$ cat config.mk
export PLATFORM = sky130hd
export DESIGN_NAME = wb_cmd_master
export DESIGN_NICKNAME = d
export VERILOG_FILES = /design/src/rtl/wb_cmd_master.sv
export SDC_FILE = /design/constraint.sdc
export NUM_CORES = 1
export LEC_CHECK = 0
export ABC_AREA = 1
export CORE_MARGIN = 4
export CORE_UTILIZATION = 60
export DETAILED_ROUTE_END_ITERATION = 8
export DONT_BUFFER_PORTS = 1
export PLACE_DENSITY_LB_ADDON = 0.3
export SLEW_MARGIN = 20
export SYNTH_ARGS = -nofsm -noshare
export SYNTH_HDL_FRONTEND = slang
export SYNTH_SLANG_ARGS = --single-unit
export TNS_END_PERCENT = 10
$ cat constraint.sdc
create_clock -name wb_clk_i -period 2.4 [get_ports wb_clk_i]
set_input_delay 0.24 -clock wb_clk_i [delete_from_list [all_inputs] [get_ports wb_clk_i]]
set_output_delay 0.24 -clock wb_clk_i [all_outputs]
set_load 0.02 [all_outputs]
$ cat src/rtl/wb_cmd_master.sv
// Wishbone classic-cycle initiator: runs each beat of a valid/ready command as a
// single read/write cycle and returns one response per beat.
module wb_cmd_master #(
    parameter int unsigned AW      = 32,
    parameter int unsigned DW      = 32,
    parameter int unsigned SW      = DW / 8,
    parameter int unsigned LW      = 8,
    parameter int unsigned TIMEOUT = 256
) (
    input  logic          wb_clk_i,
    input  logic          wb_resetn,
    input  logic          cmd_valid,
    output logic          cmd_ready,
    input  logic          cmd_we,
    input  logic [AW-1:0] cmd_addr,
    input  logic [SW-1:0] cmd_sel,
    input  logic [LW-1:0] cmd_len,
    input  logic [DW-1:0] wr_data,
    output logic          wr_adv,
    output logic          rsp_valid,
    output logic [DW-1:0] rsp_rdata,
    output logic          rsp_err,
    output logic          rsp_last,
    output logic          busy,
    output logic          wb_cyc_o,
    output logic          wb_stb_o,
    output logic          wb_we_o,
    output logic [AW-1:0] wb_adr_o,
    output logic [SW-1:0] wb_sel_o,
    output logic [DW-1:0] wb_dat_o,
    input  logic [DW-1:0] wb_dat_i,
    input  logic          wb_ack_i,
    input  logic          wb_err_i
);

    localparam int unsigned TW = (TIMEOUT > 2) ? $clog2(TIMEOUT) : 1;

    typedef enum logic [1:0] {IDLE, ACCESS, GAP} state_e;

    state_e        state_q, state_d;
    logic          we_q, we_d;
    logic [AW-1:0] adr_q, adr_d;
    logic [SW-1:0] sel_q, sel_d;
    logic [DW-1:0] dat_q, dat_d;
    logic [LW-1:0] beats_q, beats_d;
    logic [TW-1:0] wait_q, wait_d;
    logic          cyc_q, cyc_d;
    logic          ready_q, ready_d;
    logic          busy_q, busy_d;
    logic          rsp_valid_q, rsp_valid_d;
    logic [DW-1:0] rsp_rdata_q, rsp_rdata_d;
    logic          rsp_err_q, rsp_err_d;
    logic          rsp_last_q, rsp_last_d;

    always_ff @(posedge wb_clk_i or negedge wb_resetn) begin
        if (!wb_resetn) begin
            state_q     <= IDLE;
            we_q        <= 1'b0;
            adr_q       <= '0;
            sel_q       <= '0;
            dat_q       <= '0;
            beats_q     <= '0;
            wait_q      <= '0;
            cyc_q       <= 1'b0;
            ready_q     <= 1'b0;
            busy_q      <= 1'b0;
            rsp_valid_q <= 1'b0;
            rsp_rdata_q <= '0;
            rsp_err_q   <= 1'b0;
            rsp_last_q  <= 1'b0;
        end else begin
            state_q     <= state_d;
            we_q        <= we_d;
            adr_q       <= adr_d;
            sel_q       <= sel_d;
            dat_q       <= dat_d;
            beats_q     <= beats_d;
            wait_q      <= wait_d;
            cyc_q       <= cyc_d;
            ready_q     <= ready_d;
            busy_q      <= busy_d;
            rsp_valid_q <= rsp_valid_d;
            rsp_rdata_q <= rsp_rdata_d;
            rsp_err_q   <= rsp_err_d;
            rsp_last_q  <= rsp_last_d;
        end
    end

    always_comb begin
        state_d     = state_q;
        we_d        = we_q;
        adr_d       = adr_q;
        sel_d       = sel_q;
        dat_d       = dat_q;
        beats_d     = beats_q;
        wait_d      = wait_q;
        rsp_valid_d = 1'b0;
        rsp_rdata_d = '0;
        rsp_err_d   = 1'b0;
        rsp_last_d  = 1'b0;
        wr_adv      = 1'b0;

        case (state_q)
            IDLE: begin
                // ready_q gates acceptance so nothing is taken in the first cycle after reset
                if (cmd_valid && ready_q) begin
                    we_d    = cmd_we;
                    adr_d   = cmd_addr;
                    sel_d   = cmd_sel;
                    beats_d = (cmd_len == '0) ? LW'(1) : cmd_len;
                    dat_d   = cmd_we ? wr_data : '0;
                    wr_adv  = cmd_we;
                    wait_d  = '0;
                    state_d = ACCESS;
                end
            end
            ACCESS: begin
                if (wb_err_i) begin
                    rsp_valid_d = 1'b1;
                    rsp_err_d   = 1'b1;
                    rsp_last_d  = 1'b1;
                    state_d     = IDLE;
                end else if (wb_ack_i) begin
                    rsp_valid_d = 1'b1;
                    rsp_rdata_d = we_q ? '0 : wb_dat_i;
                    beats_d     = beats_q - LW'(1);
                    if (beats_q == LW'(1)) begin
                        rsp_last_d = 1'b1;
                        state_d    = IDLE;
                    end else begin
                        adr_d   = adr_q + AW'(SW);
                        state_d = GAP;
                    end
                end else if (wait_q == TW'(TIMEOUT - 1)) begin
                    rsp_valid_d = 1'b1;
                    rsp_err_d   = 1'b1;
                    rsp_last_d  = 1'b1;
                    state_d     = IDLE;
                end else begin
                    wait_d = wait_q + TW'(1);
                end
            end
            GAP: begin
                wait_d  = '0;
                state_d = ACCESS;
                if (we_q) begin
                    dat_d  = wr_data;
                    wr_adv = 1'b1;
                end
            end
            default: state_d = IDLE;
        endcase

        // Bus and handshake outputs are registered from the next state so they
        // change on the same edge as the FSM and reset cleanly.
        cyc_d   = (state_d == ACCESS);
        ready_d = (state_d == IDLE);
        busy_d  = (state_d != IDLE);
    end

    assign cmd_ready = ready_q;
    assign busy      = busy_q;
    assign wb_cyc_o  = cyc_q;
    assign wb_stb_o  = cyc_q;
    assign wb_we_o   = we_q;
    assign wb_adr_o  = adr_q;
    assign wb_sel_o  = sel_q;
    assign wb_dat_o  = dat_q;
    assign rsp_valid = rsp_valid_q;
    assign rsp_rdata = rsp_rdata_q;
    assign rsp_err   = rsp_err_q;
    assign rsp_last  = rsp_last_q;

endmodule

# [Word level (Yosys, flattened, before mapping)]
# Cells that the tools add are included.
[op_classes] addsub=3 n_eq_ne=12 mux=43 reduce_logical=13
[ops] op="32-bit two-way mux" count=11
[ops] op="32-bit case mux with 2 select lines" count=2
[ops] op="8-bit two-way mux" count=8
[ops] op="32-bit by 3-bit adder with 32-bit output, second input constant" count=1
[ops] op="8-bit case mux with 3 select lines" count=1
[ops] op="8-bit case mux with 2 select lines" count=1
[ops] op="2-bit inequality test, second input constant" count=7
[ops] op="1-bit two-way mux" count=13
[ops] op="2-bit two-way mux" count=5
[ops] op="5-bit AND reduction" count=2
[ops] op="8-bit by 1-bit adder with 8-bit output, second input constant" count=1
[ops] op="8-bit by 1-bit equality test with 1-bit output, second input constant" count=1
[ops] op="8-bit equality test, second input constant" count=1
[ops] op="8-bit logical NOT" count=1
[ops] op="8-bit by 1-bit subtractor with 8-bit output, second input constant" count=1
[ops] op="2-bit case mux with 3 select lines" count=1
[ops] op="2-bit nonzero test" count=3
[ops] op="2-bit by 1-bit equality test with 1-bit output, second input constant" count=2
[ops] op="2-bit logical NOT" count=2
[ops] op="4-bit AND reduction" count=1
[ops] op="3-bit AND reduction" count=1
[ops] op="3-bit nonzero test" count=1
[ops] op="2-bit equality test, second input constant" count=1
[ops] op="1-bit case mux with 2 select lines" count=1
[ops] op="2 further kinds" count=2
[word_totals] ff_bits=125 output_inout_bits=109

# [Logic depth before layout (Yosys ltp)]
# Gate-level depths: netlist (run 1).
[depth] ltp_word=6 mapped_depth=10 mapped_depth_nobuf=10

# [Least setup slack after synthesis (run 1)]
# No wires, ideal clock.
[synth_timing] path_type="register to register" start="reg adr_q[3] (netlist: wb_adr_o[3])" end="reg adr_q[28] (netlist: wb_adr_o[28])" setup_ps=117 arrival_time_ps=1538 t_required_ps=2283 setup_slack_ps=745 stages_incl_launch_ff=11 path_buffers=0 synth_period_minus_slack_ps=1655 path_cell_list="dfrtp_1 ha_1 nand2_1 nor2_1 nand2_1 nor2_1 nand2_1 nand2_1 nand3_1 nand2_1 nand2_1"
[synth_between] elab_chain_cells=5
[synth_rtl] element="start, declared" line_no="42" source="logic [AW-1:0] adr_q, adr_d;"
[synth_rtl] element="start signal, assigned" line_no="74" source="adr_q <= adr_d;"
[synth_rtl] element="32-bit by 3-bit adder with 32-bit output" line_no="131" source="adr_d = adr_q + AW'(SW);"
[synth_rtl] element="32-bit two-way mux" line_no="127" source="if (beats_q == LW'(1)) begin"
[synth_rtl] element="32-bit two-way mux" line_no="123" source="end else if (wb_ack_i) begin"
[synth_rtl] element="32-bit two-way mux" line_no="118" source="if (wb_err_i) begin"
[synth_rtl] element="32-bit case mux with 2 select lines" line_no="103" source="case (state_q)"
# No other way between the ends. The select of a mux whose other input is x is not followed.
# A chain may end at the register's enable or synchronous reset.

# [Worst setup path in the final report (run 1)]
[layout_timing] start="reg state_q[1]" end="reg state_q[1]"
[layout_between] elab_chain_cells=4
[layout_rtl] element="start, declared" line_no="40" source="state_e state_q, state_d;"
[layout_rtl] element="start signal, assigned" line_no="72" source="state_q <= state_d;"
[layout_rtl] element="2-bit two-way mux" line_no="134" source="end else if (wait_q == TW'(TIMEOUT - 1)) begin"
[layout_rtl] element="2-bit two-way mux" line_no="123"
[layout_rtl] element="2-bit two-way mux" line_no="118"
[layout_rtl] element="2-bit case mux with 3 select lines *" line_no="103"
[layout_rtl] element="via state_d[1]" line_no="40"
# The timed path passes the listed nets; every way through them passes the cells marked *.

==> results of run 1 <==
-- placed cells by master (no fill, tap or decap), types with 2 or more instances in the layout --
| master | n |
|---|---|
| nand2_1 | 278 |
| nor2_1 | 153 |
| dfrtp_1 | 125 |
| nand3_1 | 109 |
| dlygate4sd3_1 | 109 |
| inv_1 | 51 |
| o21ai_0 | 31 |
| clkbuf_16 | 16 |
| o21ai_1 | 12 |
| buf_4 | 10 |
| a21oi_1 | 7 |
| nor3_1 | 7 |
| inv_2 | 6 |
| nand4_1 | 5 |
| or2_2 | 4 |
| xnor2_1 | 4 |
| xor2_1 | 4 |
| ha_1 | 4 |
| clkinvlp_4 | 4 |
| inv_6 | 4 |
| nand2_2 | 3 |
| o22ai_1 | 3 |
| clkinv_4 | 3 |
| nor3b_1 | 2 |
| nand3b_1 | 2 |
| o211ai_1 | 2 |
| clkbuf_8 | 2 |
-- worst paths after layout --
path	start	to	slack, ns	depth (start not counted)
max	state_q[1]	state_q[1]	0.20	7
min	wb_resetn	wb_dat_o[6]	-0.58	0
max reg2reg	state_q[1]	state_q[1]	0.20	7
min reg2reg	wait_q[7]	wait_q[7]	0.53	2
max in group asynchronous	wb_resetn	wb_adr_o[14]	2.79	0
min in group wb_clk_i	cmd_len[5]	beats_q[5]	0.02	2
-- where the power goes --
| group | switching (mW) | internal (mW) | leakage, nW | total (mW) |
|---|---|---|---|---|
| registers | 1.66 | 2.83 | 1.62 | 4.49 |
| logic | 1.97 | 1.04 | 1.98 | 3.01 |
| clock network | 0.994 | 1.42 | 0.264 | 2.42 |
| total | 4.63 | 5.29 | 3.86 | 9.92 |
-- cell usage after synthesis, types with 2 or more instances --
library cell	count	share of area
o211ai_1	2	0.0024
clkbuf_1	12	0.0071
nand2_2	3	0.0030
nand3b_1	2	0.0024
nor3_1	7	0.0055
o21ai_0	31	0.025
inv_1	51	0.030
xor2_1	4	0.0055
nand3_1	109	0.086
o21ai_1	12	0.0095
or2_2	4	0.0040
nand2_1	278	0.17
nor2_1	153	0.091
dfrtp_1	125	0.50
xnor2_1	4	0.0055
a21oi_1	7	0.0055
o22ai_1	3	0.0030
buf_2	15	0.012
nor3b_1	2	0.0024
buf_1	4	0.0024
ha_1	4	0.0079
buf_4	2	0.0024
buf_6	4	0.0071
nand4_1	5	0.0050
inv_2	6	0.0036
-- sequential cells by signal, indices dropped and copies added, names as in the netlist --
register,count
state_q,2
wb_dat_o,32
rsp_err,1
rsp_valid,1
wb_adr_o,32
wb_we_o,1
rsp_rdata,32
wb_sel_o,4
busy,1
rsp_last,1
cmd_ready,1
beats_q,8
wb_cyc_o,1
wait_q,8
-- final cells by class --
cell class / instances / area share
clock buffer: 19 / 0.0538
tap: 136 / 0.0212
clock inverter: 13 / 0.0165
timing repair buffer: 119 / 0.145
multi-input combinational: 638 / 0.346
inverter: 57 / 0.0267
sequential: 125 / 0.390
antenna: 1 / 0.000312
-- logic make-up (layout without fill, tap and decap cells) --
| group | count (synthesis) | count (layout) | share of synthesized area |
|---|---|---|---|
| other cells | 0 | 1 | 0 |
| compound gates | 58 | 58 | 0.0497 |
| buf+inv | 94 | 208 | 0.0648 |
| flops | 125 | 125 | 0.495 |
| simple gates | 568 | 568 | 0.371 |
| xor+xnor | 8 | 8 | 0.0111 |
| fa+ha+maj | 4 | 4 | 0.00792 |
-- what timing repair did --
action                    CTS  global route
setup buffers               0             0
resized for setup           0             0
hold endpoints to repair  234           125
-- through the flow --
stage	worst slack, ns	cells	cell area (sq um)	util	hold WS, ns
after floorplan	0.745	857	6320	-	-0.0556
after global placement	0.488	966	6370	0.619	-0.0523
after detailed placement	0.408	966	6370	0.619	-0.0524
after CTS	0.223	1107	8020	0.780	-0.609
after global routing	0.0465	1108	8020	0.781	-0.615
final	0.198	1108	8020	0.781	-0.583
-- routing by layer --
layer	track usage	up-vias
li1	-	2922
met1	0.398	2972
met2	0.542	416
met3	0.105	86
met4	0.157	0
met5	0	-
==> flow_metrics.tcl, run 1 <==
set metrics [dict create \
    yosysUniqueCellTypes 33 \
    yosysWarnings 0 \
    die_x_microns 111 \
    critical_path.n_buffers_inverters 4 \
    topRoutingLayerUsed "met4" \
    cts_buffers 17 \
    yosysSeqAreaShare 0.495 \
    final-seq-area_sq_mm 0.00313 \
    finalWeightedCongestion 0.936 \
    ios 223 \
    drt-pass1-iter-count 7 \
    wl_met3_microns 1900 \
    final_hold_viol_count 125 \
    cts_buffer_depth 2 \
    fmax_mhz 454 \
    required_ns 2.86 \
    fin_crit_sh 0.918 \
    cp_slowest_cell "dlygate4sd3_1" \
    worstPathCellList "inv_1, nand2_2, inv_2, buf_4, nand3_1, nor2_1, dlygate4sd3_1" \
    avgSynthCellArea_sq_um 7.37 \
    cp-end-kind "register" \
    total_power_mw 9.92 \
    crit_family "buffers and inverters" \
    finalCriticalPeriod_ns 2.20 \
    root_buffer "clkbuf_8" \
    design.core.area_sq_mm 0.0103 \
    layout-drive-gt1-share 0.0597 \
    synthesis.instances 857 \
    fillCellCount 650 \
    first_global_vias 6406 \
    fp.dieH_microns 111 \
    grt_pass1_wl_microns 32800 \
    ys_ff_latch 125 \
    rsz0062_at_grt "false" \
    drtIter0Drc 826 \
    dieArea_sq_mm 0.0122 \
    setup_tns_ns 0 \
    leakagePower_nw 3.86 \
    routed_via_density 5.77 \
    wl_met1_microns 7520 \
    synth_nets 975 \
    grt_overflow 0 \
    max_stage_delay_ns 0.56 \
    powerDensity_mw_per_mm2 1240 \
    hp-class "primary input to asynchronous set/reset pin" \
    slew-limit-headroom 0.563 \
    max_cap_violations 0 \
    htreeDepth 4 \
    port_buffers 0 \
    antenna_left 0 \
    tritoncts "done" \
    peakVddDrop_uv 675 \
    finClkSkew_ns 0.0103 \
    cts_sinks 125 \
    vias 6396 \
    grt_start_max_net_pins 126 \
    syn2layout_area_growth_pct 27.0 \
    multi_input_area_sq_mm 0.00278 \
    arrival_ns 2.66 \
    syn_area_sq_mm 0.00632 \
    rows 37 \
    synthFlopType "dfrtp_1" \
    slew_viol_final 0 \
    route.detailed.wl_per_inst_microns 18.2 \
    drc_errors 0 \
    antenna_found_initial 1 \
    start_kind "register" \
    synth_edf_count 0 \
    holdBufCountCts 109 \
    nets 1076 \
    status "finished with violations" \
    wl_met2_microns 9900 \
    violations "hold timing" \
    async_flop_share 1.00 \
    clock_latency_ns 0.52 \
    start_util 0.615 \
    tightest_slew_ns 0.656 \
    fin_hold_ws_ns -0.583 \
    grt.total_usage 0.331 \
    path_max_fanout 62 \
    setup_viol 0 \
    dpl.hpwl_microns 12200 \
    critical_path_class "register to register" \
    finalWirelength_microns 20200 \
    clk_pin_slew_ns 0.06 \
]
Power figures use the tool's default switching activity.
==> run 2, diff against run 1 <==
--- a/config.mk
+++ b/config.mk
@@ -8,6 +8,7 @@
 export ABC_AREA = 1
 export CORE_MARGIN = 4
 export CORE_UTILIZATION = 60
+export CTS_CLUSTER_DIAMETER = 30
 export DETAILED_ROUTE_END_ITERATION = 8
 export DONT_BUFFER_PORTS = 1
 export PLACE_DENSITY_LB_ADDON = 0.3
==> constraint.sdc (replaced) <==
create_clock -name wb_clk_i -period 2.2 [get_ports wb_clk_i]
set_input_delay 0.22 -clock wb_clk_i [delete_from_list [all_inputs] [get_ports wb_clk_i]]
set_output_delay 0.22 -clock wb_clk_i [all_outputs]
set_load 0.02 [all_outputs]
==> flow_metrics.tcl, run 2 (synthesis gave the netlist of run 1 again) <==
set metrics [dict create \
    port_buffers 0 \
    final_hold_viol_count 125 \
    grt_overflow 0 \
    hp-class "primary input to asynchronous set/reset pin" \
    powerDensity_mw_per_mm2 1370 \
    slew_viol_final 0 \
    die_x_microns 111 \
    wl_met3_microns 1820 \
    grt.total_usage 0.341 \
    setup_viol 0 \
    holdBufCountCts 114 \
    status "finished with violations" \
    arrival_ns 2.49 \
    grt_start_max_net_pins 126 \
    routed_via_density 5.80 \
    cts_sinks 125 \
    tritoncts "done" \
    nets 1084 \
    cts_buffer_depth 2 \
    clock_latency_ns 0.52 \
    finClkSkew_ns 0.00812 \
    fin_crit_sh 0.926 \
    dpl.hpwl_microns 12400 \
    finalCriticalPeriod_ns 2.04 \
    first_global_vias 6482 \
    ios 223 \
    wl_met1_microns 7650 \
    fp.dieH_microns 111 \
    cp-end-kind "register" \
    final_util 0.793 \
    violations "hold timing" \
    drc_errors 0 \
    antenna_left 0 \
    required_ns 2.65 \
    antenna_found_initial 0 \
    critical_path_class "register to register" \
    slew-limit-headroom 0.601 \
    setup_tns_ns 0 \
    clk_pin_slew_ns 0.06 \
    root_buffer "clkbuf_8" \
    path_max_fanout 13 \
    design.core.area_sq_mm 0.0103 \
    cts_buffers 17 \
    peakVddDrop_uv 924 \
    tightest_slew_ns 0.599 \
    start_kind "register" \
    fillCellCount 644 \
    htreeDepth 4 \
    max_cap_violations 0 \
    layout-drive-gt1-share 0.0644 \
    fmax_mhz 491 \
    syn2layout_area_growth_pct 29.1 \
    drtIter0Drc 910 \
    dieArea_sq_mm 0.0122 \
    diodes 0 \
    grt_pass1_wl_microns 33700 \
    finalWeightedCongestion 0.929 \
    route.detailed.wl_per_inst_microns 18.4 \
    vias 6462 \
    drt-pass1-iter-count 6 \
    rows 37 \
    leakagePower_nw 3.93 \
    wl_met2_microns 10200 \
    layout_commonest_cell "nand2_1" \
    finalWirelength_microns 20500 \
    start_util 0.615 \
    final_cell_mix "277 x nand2_1, 152 x nor2_1, 125 x dfrtp_1" \
    fin_hold_ws_ns -0.600 \
    rsz0062_at_grt "false" \
    topRoutingLayerUsed "met4" \
    post_cts_buffers 0 \
]
run 2: changes by cell type in the layout (fill, tap and decap cells not counted), sizes merged:
cell | before | now
buf | 10 | 13
bufinv | 1 | 3
clkbuf | 19 | 20
clkinv | 3 | 4
clkinvlp | 4 | 3
diode | 1 | 0
dlygate4sd3 | 109 | 114
inv | 62 | 59
run 2: power breakdown:
| part | switching (mW) | internal, mW | total, mW | leakage (nW) |
|---|---|---|---|---|
| sequential | 1.78 | 3.09 | 4.86 | 1.62 |
| clock | 1.05 | 1.80 | 2.84 | 0.288 |
| combinational | 2.23 | 1.22 | 3.45 | 2.02 |
| total | 5.05 | 6.10 | 11.2 | 3.93 |
run 2: worst paths after layout:
check / slack, ns / startpoint / depth (start not counted) / endpoint
max: 0.16 / state_q[1] / 8 / beats_q[1]
min: -0.60 / wb_resetn / 0 / wb_dat_o[6]
max reg2reg: 0.16 / state_q[1] / 8 / beats_q[1]
min reg2reg: 0.53 / wait_q[1] / 2 / wait_q[1]
max in group asynchronous: 2.62 / wb_resetn / 0 / rsp_valid
min in group wb_clk_i: 0.01 / cmd_addr[13] / 4 / wb_adr_o[13]
run 2: final cells by class:
cell class	instances	area, sq um	share of cell area
Timing Repair Buffer	127	1250	0.153
Clock inverter	12	161	0.0198
Multi-Input combinational cell	638	2780	0.341
Inverter	57	214	0.0262
Tap cell	136	170	0.0209
Clock buffer	20	445	0.0546
Sequential cell	125	3130	0.384
run 2: what timing repair did:
item,4_1_cts,5_1_grt
gates resized for setup,0,2
hold endpoints to repair,237,125
endpoints found under the setup margin,0,3
run 2: per-stage QoR:
stage	setup WS, ns	instances	area (sq um)	power, mW
after floorplan	0.545	857	6320	7.05
after global placement	0.371	969	6400	7.75
after detailed placement	0.267	969	6400	7.94
after CTS	0.139	1115	8150	11.0
after global routing	0.0427	1115	8150	11.9
final	0.162	1115	8150	11.2
run 2: worst max-delay path, stage by stage (launching register included):
cell	delay, ns
dfrtp_1	0.41
inv_1	0.11
nand2_2	0.07
inv_2	0.09
nand2_2	0.10
o21ai_4	0.35
o211ai_1	0.17
o21ai_0	0.11
dlygate4sd3_1	0.57
run 2: routing by layer:
metal / vias to the layer above / track usage
li1: 2940 / -
met3: 75 / 0.0882
met1: 3057 / 0.417
met2: 390 / 0.570
met5: - / 0
met4: 0 / 0.152
